## config.mk

```make
export PLATFORM = sky130hd
export DESIGN_NAME = instruction_fetch
export DESIGN_NICKNAME = d
export VERILOG_FILES = /design/src/rtl/instruction_fetch.sv
export SDC_FILE = /design/constraint.sdc
export NUM_CORES = 1
export LEC_CHECK = 0
export CAP_MARGIN = 20
export CELL_PAD_IN_SITES_DETAIL_PLACEMENT = 0
export CELL_PAD_IN_SITES_GLOBAL_PLACEMENT = 1
export CORE_ASPECT_RATIO = 1.25
export CORE_MARGIN = 4
export CORE_UTILIZATION = 40
export DETAILED_ROUTE_END_ITERATION = 8
export PLACE_DENSITY = 0.94
export SYNTH_ARGS = -nofsm -noshare
export SYNTH_HDL_FRONTEND = slang
export SYNTH_SLANG_ARGS = --single-unit
```

## constraint.sdc

```tcl
create_clock -name clk -period 8.11 [get_ports clk]
set_clock_uncertainty 0.05 [all_clocks]
set_input_delay 1.622 -clock clk [delete_from_list [all_inputs] [get_ports clk]]
set_output_delay 1.622 -clock clk [all_outputs]
set_load 0.1 [all_outputs]
```

## src/rtl/instruction_fetch.sv

```systemverilog
// RV32I fetch stage: keeps the fetch PC, reads instruction memory over
// req/ack and hands registered instruction/PC words to decode.
//
// Ports:
//   clk, rst                  clock, asynchronous active-high reset
//   mem_req, mem_addr         registered read request and word address
//   mem_ack, mem_rdata        one-cycle completion pulse and returned word
//   instr_ready               decode accepts the presented word
//   instr_valid, instruction  registered word for decode (NOP when idle)
//   instr_pc                  address of the presented word
//   redirect, redirect_pc     taken branch/jump pulse and its target
module instruction_fetch #(
  parameter logic [31:0] RESET_PC  = 32'h0000_0000,
  parameter logic [31:0] NOP_INSTR = 32'h0000_0013
) (
  input  logic        clk,
  input  logic        rst,
  output logic        mem_req,
  output logic [31:0] mem_addr,
  input  logic        mem_ack,
  input  logic [31:0] mem_rdata,
  input  logic        instr_ready,
  output logic        instr_valid,
  output logic [31:0] instruction,
  output logic [31:0] instr_pc,
  input  logic        redirect,
  input  logic [31:0] redirect_pc
);

  localparam logic [31:0] START_PC = {RESET_PC[31:2], 2'b00};

  typedef enum logic [1:0] {
    FETCH   = 2'd0,
    HOLD    = 2'd1,
    DISCARD = 2'd2
  } state_t;

  state_t      state;
  state_t      state_n;
  logic [31:0] fetch_pc;
  logic [31:0] pc_n;
  logic        req_n;
  logic [31:0] addr_n;
  logic        valid_n;
  logic [31:0] instr_n;
  logic [31:0] ipc_n;
  logic [31:0] target;
  logic [31:0] pc_inc;

  assign target = {redirect_pc[31:2], 2'b00};
  assign pc_inc = fetch_pc + 32'd4;

  always_ff @(posedge clk or posedge rst) begin
    if (rst) begin
      state       <= FETCH;
      fetch_pc    <= START_PC;
      mem_req     <= 1'b0;
      mem_addr    <= START_PC;
      instr_valid <= 1'b0;
      instruction <= NOP_INSTR;
      instr_pc    <= START_PC;
    end else begin
      state       <= state_n;
      fetch_pc    <= pc_n;
      mem_req     <= req_n;
      mem_addr    <= addr_n;
      instr_valid <= valid_n;
      instruction <= instr_n;
      instr_pc    <= ipc_n;
    end
  end

  always_comb begin
    state_n = state;
    pc_n    = fetch_pc;
    req_n   = mem_req;
    addr_n  = mem_addr;
    valid_n = instr_valid;
    instr_n = instruction;
    ipc_n   = instr_pc;

    unique case (state)
      FETCH: begin
        if (redirect) begin
          pc_n = target;
          if (!mem_req) begin
            // Nothing on the bus yet: issue straight to the target.
            req_n  = 1'b1;
            addr_n = target;
          end else if (mem_ack) begin
            // Word belongs to the squashed path; drop it.
            req_n = 1'b0;
          end else begin
            // Bus request cannot be aborted; wait it out.
            state_n = DISCARD;
          end
        end else if (!mem_req) begin
          req_n  = 1'b1;
          addr_n = fetch_pc;
        end else if (mem_ack) begin
          instr_n = mem_rdata;
          ipc_n   = fetch_pc;
          valid_n = 1'b1;
          pc_n    = pc_inc;
          req_n   = 1'b0;
          state_n = HOLD;
        end
      end

      HOLD: begin
        // A redirect voids any handshake in the same cycle.
        if (redirect) begin
          pc_n    = target;
          valid_n = 1'b0;
          instr_n = NOP_INSTR;
          state_n = FETCH;
        end else if (instr_ready) begin
          valid_n = 1'b0;
          instr_n = NOP_INSTR;
          state_n = FETCH;
        end
      end

      DISCARD: begin
        if (redirect) begin
          pc_n = target;
        end
        if (mem_ack) begin
          req_n   = 1'b0;
          state_n = FETCH;
        end
      end

      default: begin
        state_n = FETCH;
      end
    endcase
  end

endmodule

```

==> results of run 1 <==
[final timing paths]
| check | end | startpoint | cells past startpoint | slack [ns] |
|---|---|---|---|---|
| setup / recovery | instruction[30]$_DFFE_PP0P_ | redirect | 9 | 4.34 |
| hold / removal | instruction[0]$_DFFE_PP1P_ | instruction[0]$_DFFE_PP1P_ | 2 | 0.42 |
| setup reg to reg | fetch_pc[30]$_DFFE_PP0P_ | state[1]$_DFFE_PP0P_ | 7 | 5.46 |
| hold reg to reg | instruction[0]$_DFFE_PP1P_ | instruction[0]$_DFFE_PP1P_ | 2 | 0.42 |
| max in group asynchronous | mem_addr[25]$_DFFE_PP0P_ | rst | 3 | 5.14 |
| min in group asynchronous | mem_req$_DFFE_PP0P_ | rst | 2 | 1.63 |
[cell families (layout without fill, tap and decap cells)]
kind of cell / after synthesis / after routing
compound gates: 154 / 154
fa+ha+maj: 4 / 4
buf+inv: 84 / 236
flops: 127 / 127
mux: 62 / 62
other cells: 1 / 2
simple gates: 196 / 196
[through the flow]
stage / std cells / util
2_1_floorplan: 629 / -
3_3_place_gp: 961 / 0.517
3_5_place_dp: 961 / 0.517
4_1_cts: 991 / 0.557
5_1_grt: 993 / 0.559
6_report: 993 / 0.559
[sequential cells by signal, indices dropped and copies added, names as in the netlist]
| signal | cells |
|---|---|
| fetch_pc | 30 |
| instr_pc | 30 |
| instr_valid | 1 |
| instruction | 32 |
| mem_addr | 31 |
| mem_req | 1 |
| state | 2 |
[routing by layer]
layer  global-route usage  share of wire  vias up  wire length, µm
met5                    0              0        -                0
met4               0.0663          0.019        0              315
met3               0.0514          0.067       24             1110
met2                0.318           0.48      179             8110
met1                0.237           0.43     2518             7180
li1                     -              -     2494                -
[cell type report]
cell class,count,share of cell area
clock inverter,4,0.0113
timing repair buffer,172,0.197
multi-input combinational,418,0.318
sequential,127,0.367
tap,212,0.0306
clock buffer,26,0.0610
inverter,34,0.0153
[worst max-delay path: stages]
cell	delay, ns
sky130_fd_sc_hd__buf_2	0.08
sky130_fd_sc_hd__buf_4	0.57
sky130_fd_sc_hd__nand4b_4	0.27
sky130_fd_sc_hd__buf_4	0.65
sky130_fd_sc_hd__o21ai_1	0.18
sky130_fd_sc_hd__o21ai_2	0.09
sky130_fd_sc_hd__buf_4	0.35
sky130_fd_sc_hd__nand2_1	0.11
sky130_fd_sc_hd__o31ai_1	0.07
[layout by cell type, fill, tap and decap left out, types with 5 or more instances in the layout]
| master | instances |
|---|---|
| sky130_fd_sc_hd__clkdlybuf4s50_1 | 161 |
| sky130_fd_sc_hd__dfrtp_1 | 124 |
| sky130_fd_sc_hd__nand2_1 | 90 |
| sky130_fd_sc_hd__o21ai_0 | 53 |
| sky130_fd_sc_hd__inv_1 | 33 |
| sky130_fd_sc_hd__mux2i_1 | 32 |
| sky130_fd_sc_hd__o31ai_1 | 29 |
| sky130_fd_sc_hd__nor2_1 | 26 |
| sky130_fd_sc_hd__a21oi_1 | 25 |
| sky130_fd_sc_hd__mux2_2 | 24 |
| sky130_fd_sc_hd__clkbuf_16 | 17 |
| sky130_fd_sc_hd__o21ai_1 | 9 |
| sky130_fd_sc_hd__nand3_1 | 8 |
| sky130_fd_sc_hd__buf_4 | 8 |
| sky130_fd_sc_hd__and3_1 | 7 |
| sky130_fd_sc_hd__nor3_1 | 7 |
| sky130_fd_sc_hd__or3_1 | 7 |
| sky130_fd_sc_hd__clkbuf_8 | 7 |
| sky130_fd_sc_hd__mux2_1 | 6 |
| sky130_fd_sc_hd__nand4_1 | 5 |
| sky130_fd_sc_hd__a311oi_1 | 5 |
| sky130_fd_sc_hd__and4_1 | 5 |
| sky130_fd_sc_hd__nor2b_1 | 5 |
| sky130_fd_sc_hd__o2bb2ai_1 | 5 |
==> flow_summary.rst, run 1 <==
.. list-table::
   :header-rows: 1

   * - Metric
     - Value
   * - Run status
     - complete, no violations
   * - CTS-repair resized insts
     - 0
   * - Hold Violations, Final
     - 0
   * - Most numerous cell in the Yosys netlist
     - sky130_fd_sc_hd__dfrtp_1
   * - Kind of start point of the critical path
     - input port
   * - Fraction of synthesized cell area in xor and xnor cells
     - 0
   * - Post-DR vias/cell
     - around 5.3
   * - Number of flops mapped to enable cells by yosys
     - 0
   * - Wire length of the first global-routing pass
     - approximately 27 mm
   * - TritonCTS clock tree
     - done
   * - CP Data Required Time
     - roughly 8.4 ns
   * - Filler cells
     - about 1.4k
   * - Final critical-path share of the clock period
     - 0.465
   * - Sequential cell area in the final layout
     - about 3200 µm²
   * - Weighted congestion at the end of routability-driven global placement
     - approximately 0.80
   * - Adder and majority cell fraction of the synthesized area
     - 0.00793
   * - Number of buffers added by the clock tree synthesis step
     - 17
   * - Simple-gate share of the synthesized area
     - 0.169
   * - I/O pin count
     - roughly 170
   * - Leading area contributor after synthesis
     - sky130_fd_sc_hd__dfrtp_1
   * - Mapped Avg Cell Area
     - ~10 µm²
   * - Tightest slew margin relative to the limit
     - 0.302
   * - Initial drt markers
     - approximately 310
   * - Worst setup slack after placement
     - 3.86 ns
   * - Die Outline Area
     - ~18,000 µm²
   * - Ant. Diodes
     - 0
   * - Post-synthesis cell type count
     - between 60 and 70
   * - Arrival time worst endpoint
     - approximately 4.0 ns
   * - Fmax achieved
     - between 200 and 300 MHz
   * - Die span in y
     - 148 µm
   * - Setup slack after layout
     - 4.34 ns
   * - Area of the multi-input gates
     - roughly 2800 µm²
   * - Share of layout cells above drive strength 1
     - 0.119
   * - Summed area of non-filler cells in the final layout
     - 8670 µm²
   * - Number of maximum-capacitance constraint violations
     - 0
   * - Count of vias placed by the detailed router
     - roughly 5.2k
   * - Measured slew at the worst slew-check pin
     - 1.04 ns
   * - CP max FO
     - 63
   * - Seq/Total Area, Yosys
     - 0.504
   * - Final Critical Period
     - approximately 3.8 ns
   * - Unrepaired setup endpoints after global routing
     - false
   * - Prevailing post-synth register cell
     - sky130_fd_sc_hd__dfrtp_1
   * - Cell area after placement
     - 8010 µm²
   * - Combinational family with the most area after synthesis
     - simple AND/OR/NAND/NOR gates
   * - Initial Util
     - 0.407
   * - Number of warnings printed during yosys synthesis
     - 0
   * - # H-tree levels
     - 4
   * - Clk pin slew, worst setup/hold paths
     - 0.05 ns
   * - Max Slew Vio Count
     - 0
   * - Most frequent cells after synthesis
     - 124 x sky130_fd_sc_hd__dfrtp_1, 90 x sky130_fd_sc_hd__nand2_1, 53 x sky130_fd_sc_hd__o21ai_0, 34 x sky130_fd_sc_hd__inv_1, 32 x sky130_fd_sc_hd__mux2i_1
   * - Number of search-and-repair iterations in the first detailed-routing pass
     - 6
   * - Width of the die
     - between 100 and 150 µm
   * - Detailed-route wire length
     - approximately 17 mm
   * - Wire length per cell
     - between 15 and 20 µm
   * - Post-synthesis to final-layout area growth
     - 37.4%
   * - Clock tree root driver cell
     - sky130_fd_sc_hd__clkbuf_16
   * - Cells after synthesis
     - 628
   * - Initial antenna violation count
     - 0
   * - Total Nets Final
     - about 840
   * - Worst hold margin
     - ~0.42 ns
   * - Total congestion overflow after global routing
     - 0
   * - Final number of setup-violating endpoints
     - 0
   * - Maximum number of pins on one net before global-route repair
     - 68
   * - Sinks on the clock net
     - 127
   * - Async S/R FF share, synth
     - 1.00
   * - Vias in the first global route
     - around 5k
   * - Detailed placement HPWL
     - 11.2 mm
   * - Aggregate global-route resource usage
     - 0.190
   * - Share of the synthesized area in compound gates (AO/OA/AOI/OAI)
     - 0.152
   * - Worst min-delay path class
     - reg -> reg
   * - Endpoint class of the critical path
     - register
   * - Core outline area
     - 15,500 µm²
   * - Proportion of netlist area held by the largest area contributor
     - 0.492
   * - Most area-consuming cells after synthesis
     - sky130_fd_sc_hd__dfrtp_1 49%, sky130_fd_sc_hd__nand2_1 5.4%, sky130_fd_sc_hd__mux2i_1 5.1%, sky130_fd_sc_hd__mux2_2 4.3%, sky130_fd_sc_hd__o21ai_0 4.2%
   * - Worst-skew pair later-pin latency
     - about 0.41 ns
   * - Worst-case clock buffer depth
     - 2
   * - Total DRC errors in the routed layout
     - 0
   * - Placement row count
     - 51
   * - Post-route ant nets
     - 0
   * - Multiplexer share of the synthesized area
     - 0.104
   * - Post-CTS Setup Inserts
     - 0
   * - Number of buffers added on ports
     - 162
   * - Final TNS setup
     - 0 ns
   * - Cell area after technology mapping
     - ~6300 µm²
   * - Number of flip-flops and latches in the synthesized netlist
     - roughly 130
   * - Hold-fix buffers at CTS
     - 0
   * - Classification of the worst setup path
     - in -> reg
Power of run 1 is left out: the tool's default activity adds up to more than one toggle a clock period on the data nets, which glitch-free logic cannot reach.
==> run 2: changes to the inputs <==
CORE_UTILIZATION = 37   (was 40)
PLACE_DENSITY = 0.88   (was 0.94)
clock period = 3.7 ns   (was 8.11 ns; I/O delays follow)
==> run 2 against run 1 <==
  * Worst setup slack worse by 3.5 ns
  * Core utilization is 4.6 points lower
  * Global-route usage is 0.95 points lower
  * Critical path depth fell by 8
  * First-iteration DRC count grew 17%
  * Sequential share of layout area rose by 0.25 points
  * Die area is 7.6% higher
  * Non-clock buffer count is 2 higher
  * Flip-flop and latch count unchanged
==> flow_summary.rst, run 2 (synthesis gave the netlist of run 1 again) <==
.. list-table::
   :header-rows: 1

   * - Metric
     - Value
   * - Sinks on the clock net
     - 127 (unchanged)
   * - Detailed placement HPWL
     - 11.7 mm (+4.2%)
   * - Wire length of the first global-routing pass
     - 27.8 mm (+2.9%)
   * - Crit path depth
     - 1 (-8)
   * - CP Cell Sequence
     - clkdlybuf4s50_1
   * - Largest registers
     - instruction x32, mem_addr x31
   * - Hold depth
     - 2 (unchanged)
   * - Flip-flop count of the largest register after layout
     - 32 (unchanged)
   * - Maximum number of pins on one net before global-route repair
     - 128 (+88%)
   * - Worst-skew pair later-pin latency
     - 0.42 ns (about the same)
   * - Summed area of non-filler cells in the final layout
     - 8610 µm² (-0.66%)
   * - Post-CTS Setup Inserts
     - 0 (unchanged)
   * - Wire length per cell
     - 16.9 µm (+0.54%)
   * - Total Nets Final
     - 845 (+0.24%)
   * - Width of the die
     - 125 µm (+3.7%)
   * - Total DRC errors in the routed layout
     - 0 (unchanged)
   * - Run status
     - complete, no violations
   * - Post-synthesis to final-layout area growth
     - 36.5%
   * - Count of vias placed by the detailed router
     - 5,112 (-2.0%)
   * - Measured slew at the worst slew-check pin
     - 1.04 ns (-0.000936 ns)
   * - Slowest stage delay, CP
     - 1.13 ns (+0.48 ns)
   * - Filler cells
     - 1,546 (+11%)
   * - Most used cells in the layout excluding fill and tap cells
     - 156 x sky130_fd_sc_hd__clkdlybuf4s50_1, 124 x sky130_fd_sc_hd__dfrtp_1, 90 x sky130_fd_sc_hd__nand2_1
   * - Detailed-route wire length
     - 16.9 mm (+1.3%)
   * - Die span in y
     - 154 µm (+3.8%)
   * - Worst min-delay path class
     - reg -> reg
   * - Initial antenna violation count
     - 0 (unchanged)
   * - Share of layout cells above drive strength 1
     - 0.127 (+0.00768)
   * - Worst-case clock buffer depth
     - 2 (unchanged)
   * - Classification of the worst setup path
     - reg -> out
   * - Hold-fix buffers at CTS
     - 0 (unchanged)
   * - Critical-path top delay cell
     - sky130_fd_sc_hd__clkdlybuf4s50_1
   * - Total congestion overflow after global routing
     - 0 (unchanged)
   * - Ant. Diodes
     - 0 (unchanged)
   * - Weighted congestion at the end of routability-driven global placement
     - 0.824 (+2.9%)
   * - Number of buffers added by the clock tree synthesis step
     - 17 (unchanged)
   * - # H-tree levels
     - 4 (unchanged)
   * - Unrepaired setup endpoints after global routing
     - false
   * - Post-route ant nets
     - 0 (unchanged)
   * - TritonCTS clock tree
     - done
   * - Core outline area
     - 16,800 µm² (+8.2%)
   * - Number of search-and-repair iterations in the first detailed-routing pass
     - 4 (-2)
   * - Commonest non-fill, non-tap cell in the layout
     - sky130_fd_sc_hd__clkdlybuf4s50_1
   * - Endpoint class of the critical path
     - output port
   * - Kind of start point of the critical path
     - register
   * - Final number of setup-violating endpoints
     - 0 (unchanged)
   * - Arrival time worst endpoint
     - 2.06 ns (-1.98 ns)
   * - CTS-repair resized insts
     - 0 (unchanged)
   * - Clock tree root driver cell
     - sky130_fd_sc_hd__clkbuf_16
   * - Number of maximum-capacitance constraint violations
     - 0 (unchanged)
   * - Number of buffers added on ports
     - 162 (unchanged)
   * - Final Critical Period
     - about 2.9 ns
   * - Final critical-path share of the clock period
     - 0.771
   * - Aggregate global-route resource usage
     - 0.180 (-0.00945)
   * - I/O pin count
     - 167 (unchanged)
   * - Cell area after placement
     - 8040 µm² (+0.39%)
   * - Number of cells traversed by the worst register-to-register path
     - 7 (unchanged)
   * - Top Family by Delay on Critical Path
     - buffers and inverters
   * - Final TNS setup
     - 0 ns (unchanged)
   * - Max Slew Vio Count
     - 0 (unchanged)
   * - Initial drt markers
     - 363 (+17%)
   * - Die Outline Area
     - 19,200 µm² (+7.6%)
   * - Vias in the first global route
     - 5,040 (-0.59%)
   * - Hold Violations, Final
     - 0 (unchanged)
   * - CP max FO
     - 2 (-97%)
   * - Largest register by flop count
     - instruction
   * - Tightest slew margin relative to the limit
     - 0.302 (+0.000626)
   * - CP Data Required Time
     - 2.91 ns (-5.47 ns)
   * - Post-DR vias/cell
     - 5.11 (-2.8%)
   * - WP buf/inv
     - 1 (-3)
   * - Clk pin slew, worst setup/hold paths
     - 0.05 ns (about the same)
   * - Placement row count
     - 53 (+3.9%)
   * - Fmax achieved
     - 351 MHz
   * - Initial Util
     - 0.376 (-0.0308)
-- run 2: cell count changes in the layout (fill, tap and decap cells not counted), sizes merged --
cell           before  now
inv                34   33
clkdlybuf4s50     161  156
buf                11   18
bufinv              3    2
clkinvlp            1    2
clkinv              0    5
clkbuf             26   20
-- run 2: final timing paths --
path,from,slack (ns),end
worst min register to register,instruction[0]$_DFFE_PP1P_,0.42,instruction[0]$_DFFE_PP1P_
worst max register to register,state[0]$_DFFE_PP0P_,1.10,fetch_pc[19]$_DFFE_PP0P_
min in group asynchronous,rst,0.78,instruction[12]$_DFFE_PP0P_
worst max-delay path,instruction[0]$_DFFE_PP1P_,0.85,instruction[0]
max in group asynchronous,rst,2.22,mem_req$_DFFE_PP0P_
worst min-delay path,instruction[0]$_DFFE_PP1P_,0.42,instruction[0]$_DFFE_PP1P_
-- run 2: per-layer routing --
layer / GRT usage / vias to the layer above / wire [µm]
li1: - / 2503 / -
met1: 0.237 / 2437 / 7610
met2: 0.292 / 153 / 8270
met3: 0.0486 / 19 / 869
met4: 0.0538 / 0 / 192
met5: 0 / - / 0
-- run 2: per-stage QoR --
| stage | instances | hold slack (ns) | worst slack (ns) | util |
|---|---|---|---|---|
| after detailed placement | 972 | 0.414 | 0.954 | 0.479 |
| after global placement | 972 | 0.408 | 0.947 | 0.479 |
| after CTS | 1000 | 0.422 | 0.823 | 0.512 |
| after floorplan | 629 | 0.444 | 1.35 | - |
| after global routing | 1001 | 0.438 | 0.799 | 0.513 |
| final | 1001 | 0.418 | 0.848 | 0.513 |
-- run 2: cell type report --
cell class	count	area, µm²	area share
clock buffer	20	457	0.0530
clock inverter	8	92.6	0.0108
inverter	34	131	0.0153
sequential	127	3180	0.369
tap	220	275	0.0320
timing repair buffer	174	1720	0.200
multi-input combinational	418	2760	0.320
Power of run 2 is left out for the same reason.
==> run 3: changes to the inputs <==
clock period = 2.8 ns   (was 3.7 ns; I/O delays follow)
==> run 3 against run 2 <==
  * Largest cell class unchanged
  * Routed wire length increased by 0.27%
  * First-iteration DRC count fell by 15%
  * Register-to-register slack worse by 0.63 ns
  * Final area is 1.1% lower
  * Critical endpoint is now fetch_pc[11]$_DFFE_PP0P_
  * Via count increased by 1.1%
  * Global-route usage shrank 0.30 points
==> flow_summary.rst, run 3 (synthesis gave the netlist of run 1 again) <==
.. list-table::
   :header-rows: 1

   * - Metric
     - Value
   * - Fmax achieved
     - between 400 and 500 MHz
   * - Clk pin slew, worst setup/hold paths
     - 0.06 ns (about the same)
   * - Worst-skew pair later-pin latency
     - 0.42 ns (about the same)
   * - Filler cells
     - 1,568 (+1.4%)
   * - Final Critical Period
     - between 2 and 2.5 ns
   * - Hold-fix buffers at CTS
     - 0 (unchanged)
   * - Arrival time worst endpoint
     - 2.63 ns (+0.57 ns)
   * - Initial Util
     - 0.376 (unchanged)
   * - Number of search-and-repair iterations in the first detailed-routing pass
     - 4 (unchanged)
   * - Max Slew Vio Count
     - 0 (unchanged)
   * - Setup crit start
     - state[0]$_DFFE_PP0P_
   * - Tightest slew margin relative to the limit
     - 0.565 (+0.262)
   * - Flip-flop count of the largest register after layout
     - 32 (unchanged)
   * - Final critical-path share of the clock period
     - 0.833
   * - Hold Violations, Final
     - 0 (unchanged)
   * - Area of the multi-input gates
     - 2760 µm² (unchanged)
   * - Measured slew at the worst slew-check pin
     - 0.652 ns (-0.391 ns)
   * - Aggregate global-route resource usage
     - 0.177 (-0.00304)
   * - Die Outline Area
     - 19,200 µm² (unchanged)
   * - Classification of the worst setup path
     - reg -> reg
   * - Ant. Diodes
     - 0 (unchanged)
   * - Largest register by flop count
     - instruction
   * - Wire length of the first global-routing pass
     - 27.4 mm (-1.5%)
   * - CTS-repair resized insts
     - 0 (unchanged)
   * - Initial drt markers
     - 307 (-15%)
   * - Post-route ant nets
     - 0 (unchanged)
   * - Commonest non-fill, non-tap cell in the layout
     - sky130_fd_sc_hd__dfrtp_1
   * - Critical-path top delay cell
     - sky130_fd_sc_hd__nor2_2
   * - # H-tree levels
     - 4 (unchanged)
   * - CP Data Required Time
     - 3.10 ns (+0.19 ns)
   * - Unrepaired setup endpoints after global routing
     - false
   * - Core outline area
     - 16,800 µm² (unchanged)
   * - Total DRC errors in the routed layout
     - 0 (unchanged)
   * - Cell area after placement
     - 7920 µm² (-1.5%)
   * - Die span in y
     - 154 µm (unchanged)
   * - Slowest stage delay, CP
     - 0.51 ns (-0.62 ns)
   * - Number of maximum-capacitance constraint violations
     - 0 (unchanged)
   * - Vias in the first global route
     - 5,037 (-0.060%)
   * - Sequential cell area in the final layout
     - 3180 µm² (unchanged)
   * - CP Cell Sequence
     - inv_1 > ha_1 > buf_4 > nor2_2 > buf_4 > and4b_1 > a21oi_1 > o21ai_1
   * - Most frequent CP cell
     - sky130_fd_sc_hd__buf_4
   * - Run status
     - complete, no violations
   * - TritonCTS clock tree
     - done
   * - Weighted congestion at the end of routability-driven global placement
     - 0.816 (-1.0%)
   * - Sinks on the clock net
     - 127 (unchanged)
   * - Top Family by Delay on Critical Path
     - simple AND/OR/NAND/NOR gates
   * - Final TNS setup
     - 0 ns (unchanged)
   * - Wire length per cell
     - 16.8 µm (-0.92%)
   * - Share of layout cells above drive strength 1
     - 0.255 (+0.128)
   * - Placement row count
     - 53 (unchanged)
   * - Summed area of non-filler cells in the final layout
     - 8510 µm² (-1.1%)
   * - Initial antenna violation count
     - 0 (unchanged)
   * - HP Start
     - instruction[0]$_DFFE_PP1P_
   * - Post-synthesis to final-layout area growth
     - 35.0%
   * - Count of vias placed by the detailed router
     - 5,167 (+1.1%)
   * - I/O pin count
     - 167 (unchanged)
   * - Clock tree root driver cell
     - sky130_fd_sc_hd__clkbuf_16
   * - Post-DR vias/cell
     - 5.10 (-0.12%)
   * - Post-CTS Setup Inserts
     - 0 (unchanged)
   * - Endpoint class of the critical path
     - register
   * - Total congestion overflow after global routing
     - 0 (unchanged)
   * - Detailed placement HPWL
     - 12.2 mm (+4.0%)
   * - Number of buffers added by the clock tree synthesis step
     - 17 (unchanged)
   * - WP buf/inv
     - 3 (+2)
   * - Kind of start point of the critical path
     - register
   * - R2r startpoint
     - state[0]$_DFFE_PP0P_
   * - Maximum number of pins on one net before global-route repair
     - 79 (-38%)
   * - CP max FO
     - 17 (+15)
   * - Largest registers
     - instruction x32, mem_addr x31
   * - Detailed-route wire length
     - 17.0 mm (+0.27%)
   * - Most used cells in the layout excluding fill and tap cells
     - 124 x sky130_fd_sc_hd__dfrtp_1, 112 x sky130_fd_sc_hd__buf_4, 90 x sky130_fd_sc_hd__nand2_1
   * - Number of buffers added on ports
     - 162 (unchanged)
   * - Worst min-delay path class
     - reg -> reg
   * - Total Nets Final
     - 853 (+0.95%)
   * - Width of the die
     - 125 µm (unchanged)
   * - Final number of setup-violating endpoints
     - 0 (unchanged)
   * - Worst-case clock buffer depth
     - 2 (unchanged)
## run 3: changes by cell type in the layout (fill, tap and decap cells not counted), sizes merged
cell           delta
clkdlybuf4s50    -91
clkbuf            +2
clkinvlp          +3
buf              +99
clkinv            -1
## run 3: layout make-up
class	count	area share
clock inverters	10	0.0129
inverters	34	0.0154
clock buffers	22	0.0569
flip-flops and latches	127	0.374
repair buffers	182	0.185
multi-input cells	418	0.324
well taps	220	0.0323
## run 3: worst paths after layout
path	depth (start not counted)	to	slack [ns]
setup / recovery	8	fetch_pc[11]$_DFFE_PP0P_	0.47
hold / removal	2	instruction[0]$_DFFE_PP1P_	0.42
setup reg to reg	8	fetch_pc[11]$_DFFE_PP0P_	0.47
hold reg to reg	2	instruction[0]$_DFFE_PP1P_	0.42
max in group asynchronous	3	mem_addr[12]$_DFFE_PP0P_	1.77
min in group asynchronous	3	instruction[12]$_DFFE_PP0P_	0.53
## run 3: per-stage QoR
step,utilization,cells,setup WS (ns),hold slack [ns]
5_1_grt,0.507,1013,0.322,0.446
3_5_place_dp,0.472,981,0.276,0.409
4_1_cts,0.507,1013,0.457,0.417
3_3_place_gp,0.472,981,0.286,0.403
6_report,0.507,1013,0.467,0.415
2_1_floorplan,-,629,0.625,0.444
## run 3: worst reg2reg max path, cell delays in order (launching register included)
cell	delay (ns)
sky130_fd_sc_hd__dfrtp_1	0.37
sky130_fd_sc_hd__inv_1	0.07
sky130_fd_sc_hd__ha_1	0.36
sky130_fd_sc_hd__buf_4	0.20
sky130_fd_sc_hd__nor2_2	0.51
sky130_fd_sc_hd__buf_4	0.33
sky130_fd_sc_hd__and4b_1	0.21
sky130_fd_sc_hd__a21oi_1	0.05
sky130_fd_sc_hd__o21ai_1	0.12
## run 3: routing by layer
layer  track usage  routed length, µm  vias up
li1              -                  -     2525
met1         0.229               7350     2449
met2         0.290               8300      173
met3        0.0434               1020       20
met4        0.0627                311        0
met5             0                  0        -
Power of run 3 is left out for the same reason.
